==> config.mk <==
export PLATFORM = sky130hd
export DESIGN_NAME = maindec_pipe
export DESIGN_NICKNAME = d
export VERILOG_FILES = /design/src/rtl/maindec_pipe.sv
export SDC_FILE = /design/constraint.sdc
export NUM_CORES = 1
export LEC_CHECK = 0
export ABC_AREA = 1
export BUFFER_PORTS_ARGS = -buffer_cell sky130_fd_sc_hd__clkbuf_2
export CAP_MARGIN = 20
export CORE_MARGIN = 1
export CORE_UTILIZATION = 45
export CTS_CLUSTER_DIAMETER = 80
export DETAILED_ROUTE_END_ITERATION = 10
export PLACE_DENSITY = 0.71
export SETUP_SLACK_MARGIN = 0.4
export SLEW_MARGIN = 40
export SYNTH_ARGS = -nofsm -noshare
export SYNTH_HDL_FRONTEND = slang
export SYNTH_SLANG_ARGS = --single-unit
==> constraint.sdc <==
create_clock -name clk -period 3.6 [get_ports clk]
set_input_delay 0.54 -clock clk [delete_from_list [all_inputs] [get_ports clk]]
set_output_delay 0.54 -clock clk [all_outputs]
set_load 0.03 [all_outputs]
==> src/rtl/maindec_pipe.sv <==
// Main decoder with ID/EX stage register, load-use hazard detection and a bubble counter.
// Define MAINDEC_EXT_OPS_EN to also decode ADDI/SUBI/CBNZ/B.
module maindec_pipe #(
    parameter int CNTW = 16,
    parameter int XZR  = 31
) (
    input  logic            clk,
    input  logic            reset,
    input  logic [10:0]     op_i,
    input  logic [4:0]      rn_i,
    input  logic [4:0]      rm_i,
    input  logic [4:0]      rd_i,
    input  logic            valid_i,
    input  logic            stall_i,
    input  logic            flush_i,
    output logic            Reg2Loc,
    output logic            ALUSrc,
    output logic            MemtoReg,
    output logic            RegWrite,
    output logic            MemRead,
    output logic            MemWrite,
    output logic            Branch,
    output logic            UncondBranch,
    output logic [1:0]      ALUOp,
    output logic [4:0]      rd_o,
    output logic            valid_o,
    output logic            illegal_o,
    output logic            hazard_o,
    output logic [CNTW-1:0] bubble_cnt_o
);

    localparam logic [4:0] XZR_IDX = 5'(XZR);

    // Control word layout: {Reg2Loc, ALUSrc, MemtoReg, RegWrite, MemRead, MemWrite, Branch, UncondBranch, ALUOp}
    logic [9:0]      ctrl_dec_s;
    logic            illegal_dec_s;
    logic [4:0]      src2_s;
    logic            hazard_s;
    logic [9:0]      ctrl_r;
    logic [4:0]      rd_r;
    logic            valid_r;
    logic            illegal_r;
    logic [CNTW-1:0] cnt_r;

    // Opcode decode into the control word
    always_comb begin
        ctrl_dec_s    = 10'b00_0000_0000;
        illegal_dec_s = 1'b0;
        casez (op_i)
            11'b1?0_0101_1000,
            11'b10?_0101_0000: ctrl_dec_s = 10'b00_0100_0010;
            11'b101_1010_0???: ctrl_dec_s = 10'b10_0000_1001;
            11'b111_1100_0010: ctrl_dec_s = 10'b01_1110_0000;
            11'b111_1100_0000: ctrl_dec_s = 10'b11_0001_0000;
`ifdef MAINDEC_EXT_OPS_EN
            11'b100_1000_100?,
            11'b110_1000_100?: ctrl_dec_s = 10'b01_0100_0011;
            11'b101_1010_1???: ctrl_dec_s = 10'b10_0000_1001;
            11'b000_101?_????: ctrl_dec_s = 10'b00_0000_0100;
`endif
            default:           illegal_dec_s = 1'b1;
        endcase
    end

    // Load-use check against the load currently sitting in ID/EX
    always_comb begin
        if (ctrl_dec_s[9]) begin
            src2_s = rd_i;
        end else begin
            src2_s = rm_i;
        end
        hazard_s = valid_i & valid_r & ctrl_r[5] & (rd_r != XZR_IDX) &
                   ((rd_r == rn_i) | (rd_r == src2_s));
    end

    // ID/EX stage register and saturating bubble counter
    always_ff @(posedge clk or negedge reset) begin
        if (!reset) begin
            ctrl_r    <= 10'b00_0000_0000;
            rd_r      <= 5'd0;
            valid_r   <= 1'b0;
            illegal_r <= 1'b0;
            cnt_r     <= {CNTW{1'b0}};
        end else if (flush_i) begin
            ctrl_r    <= 10'b00_0000_0000;
            rd_r      <= 5'd0;
            valid_r   <= 1'b0;
            illegal_r <= 1'b0;
        end else if (stall_i) begin
            ctrl_r    <= ctrl_r;
            rd_r      <= rd_r;
            valid_r   <= valid_r;
            illegal_r <= illegal_r;
        end else if (hazard_s) begin
            ctrl_r    <= 10'b00_0000_0000;
            rd_r      <= 5'd0;
            valid_r   <= 1'b0;
            illegal_r <= 1'b0;
            if (cnt_r != {CNTW{1'b1}}) begin
                cnt_r <= cnt_r + {{(CNTW-1){1'b0}}, 1'b1};
            end
        end else begin
            ctrl_r    <= valid_i ? ctrl_dec_s : 10'b00_0000_0000;
            rd_r      <= rd_i;
            valid_r   <= valid_i;
            illegal_r <= illegal_dec_s & valid_i;
        end
    end

    assign Reg2Loc      = ctrl_r[9];
    assign ALUSrc       = ctrl_r[8];
    assign MemtoReg     = ctrl_r[7];
    assign RegWrite     = ctrl_r[6];
    assign MemRead      = ctrl_r[5];
    assign MemWrite     = ctrl_r[4];
    assign Branch       = ctrl_r[3];
    assign UncondBranch = ctrl_r[2];
    assign ALUOp        = ctrl_r[1:0];
    assign rd_o         = rd_r;
    assign valid_o      = valid_r;
    assign illegal_o    = illegal_r;
    assign hazard_o     = hazard_s;
    assign bubble_cnt_o = cnt_r;

endmodule

==> metrics.txt <==
post-layout min period 2.86 ns; Final Cycle Share 0.793; Die X a little over 70 um; Clk pwr share 0.368; top cell type's share of synthesized area 0.339; Hold/Removal Path Class in2async; Netlist cell types 40; postcts setup bufs 0; fin util 0.553; cell taking the most area after synthesis dfrtp_1; Logic pwr share 0.147; Pre-antenna DRT Iters 4; share of cells above drive strength 1 0.258; Synth Register Bits 30; synthesized net count 334; antenna viol nets, final 0; Setup TNS 0 ns; Seq/Total Area, Yosys 0.339; Final Skew ~0.0065 ns; CTS resizes 0; number of max-cap violations 0; Worst VDD drop 0.228 mV; RSZ-0062 raised after global routing false; Area contributors post-synth dfrtp_1 34%, nand2_1 14%, nand3_1 7.2%, nand4_1 7.1%, inv_1 6.8%; routed wire length 5.32 mm; Synth Area in Simple Gates 0.436; crit path max fanout 18; ant diodes 0; total CTS buffers 5; I/O Buffers between 60 and 70; crit path DAT ~2.3 ns; max incr delay on CP 0.25 ns; number of global-route vias before repair approximately 2,000; clk slew on worst S/H paths about 0.06 ns; Root Driver clkbuf_8; GRT overflow 0; Max clock buf depth 2; drt drc 0; synth warn 0; syn avg cell area 7.33 sq um; Fmax 350 MHz; Initial Utilization 0.469; xor/xnor share of the synthesized area 0.0594; first-pass GRT wire length 8.85 mm; Final Hold Fails 0; Worst-Margin Slew 0.665 ns; multiplexer share of the synthesized area 0; Final Net Count 394; Switching Fraction 0.267; CP Class in2out; fin. max-slew vios 0; Synth Area in Compound Gates 0.0441; Internal 0.524 mW; # setup viols final 0; ys flop type dfrtp_1; CP Cell Sequence clkbuf_2 -> inv_1 -> nand2_1 -> nor2_1 -> nand3_2 -> nand2_4 -> nand2_1 -> nand3_1 -> nand2_1 -> inv_1 -> nand2_2 -> nor2_2 -> nor2_2 -> nor2_8 -> clkbuf_2; Area Growth Syn to Fin 18.1%; largest family of logic cells by synthesized area simple AND/OR/NAND/NOR gates; largest net degree at the start of global routing 31; Post-synth EDFFs 0; WL/cell roughly 12 um; Synth Area in Adders 0.00565; relative slew slack 0.556; ys async rst share 1.00; DIE AREA 5200 sq um; CP endpoint kind primary output; global placer's final weighted congestion roughly 0.94; Lkg Pwr 1.48 nW; hold buffers post-CTS 0; Seq pwr share 0.486; via density per instance 5.10; most frequent cell after synthesis nand2_1; row cnt 25; CTS sink count 30; most used cell, CP nand2_1; required arrival time at the worst endpoint slightly above 3 ns; vias 2,183; commonest cells in the netlist 84 x nand2_1, 40 x inv_1, 32 x nand3_1; Mapped Cells 302; outcome completed; GRT Total Usage 0.219; startpoint types input pin; worst-skew pair later-pin latency 0.28 ns; Starting DRT DRC Count between 100 and 150; H-tree depth 2; PwrDens 274 nW/um^2; Die Y 72.1 um; synthesized cell area around 2200 sq um; initial antenna violation count 0; io pins 65; Switching Power 0.191 mW; cell at the slowest stage of the critical path clkbuf_2; Core Region around 4700 sq um; CTS tree built; dpl hpwl 4.08 mm
per-layer routing:
layer / global-route usage / share of wire
met1: 0.299 / 0.48
met5: 0 / 0
met3: 0.0542 / 0.053
met4: 0.0719 / 0.017
met2: 0.341 / 0.45
sequential cells by signal (all words and copies together), names as in the netlist:
name,flops
rd_o,5
valid_o,1
bubble_cnt_o,16
ctrl_r,7
illegal_o,1
path summary, 6_finish.rpt:
kind	from	depth (start not counted)	slack (ns)	end
max	op_i[9]	15	0.74	hazard_o
min	reset	1	0.29	bubble_cnt_o[15]
max reg2reg	bubble_cnt_o[0]	9	1.59	bubble_cnt_o[6]
min reg2reg	ctrl_r[1]	2	0.48	ctrl_r[1]
max in group asynchronous	reset	1	2.88	ctrl_r[3]
min in group clk	ctrl_r[1]	2	0.48	ctrl_r[1]
stage by stage:
step                area (sq um)  cells  setup WS (ns)  hold WS [ns]  power, mW
global route                2610    428          0.526         0.346      0.751
global placement            2530    422          0.857         0.470      0.456
finish                      2610    428          0.744         0.294      0.715
CTS                         2610    428          0.764         0.343      0.723
floorplan                   2210    302           1.26         0.244      0.414
detailed placement          2530    422          0.769         0.470      0.458
worst max-delay path, delay by kind of cell:
kind                   cells  cell delay, ns
buffers and inverters      4            0.45
and+or+nand+nor           11            1.33
logic make-up after synthesis:
group / count (synthesis)
compound gates: 15
xor+xnor: 15
simple gates: 187
buf+inv: 53
other cells: 1
flops: 30
fa+ha+maj: 1
layout make-up:
type / instances / area, sq um
sequential: 30 / 751
clock buffer: 6 / 82.6
inverter: 41 / 154
tap: 67 / 83.8
fill: 451 / 2110
timing repair buffer: 65 / 330
multi-input combinational: 219 / 1210
placed cells by master, fill, tap and decap left out, types with 6 or more instances in the layout:
master     n
clkbuf_2  62
clkbuf_8   6
dfrtp_1   30
inv_1     40
nand2_1   84
nand2_2    6
nand3_1   32
nand4_1   25
nor2_1    15
o21ai_0    7
xnor2_1    7
xor2_1     8
power groups by stage:
stage               logic (mW)  registers [mW]  clock network [mW]
floorplan               0.0532           0.361                   0
global placement         0.103           0.353                   0
detailed placement       0.105           0.353                   0
CTS                      0.105           0.347               0.271
global route             0.116           0.347               0.287
finish                   0.105           0.347               0.263
No activity file was read; power rests on OpenSTA's default activity.
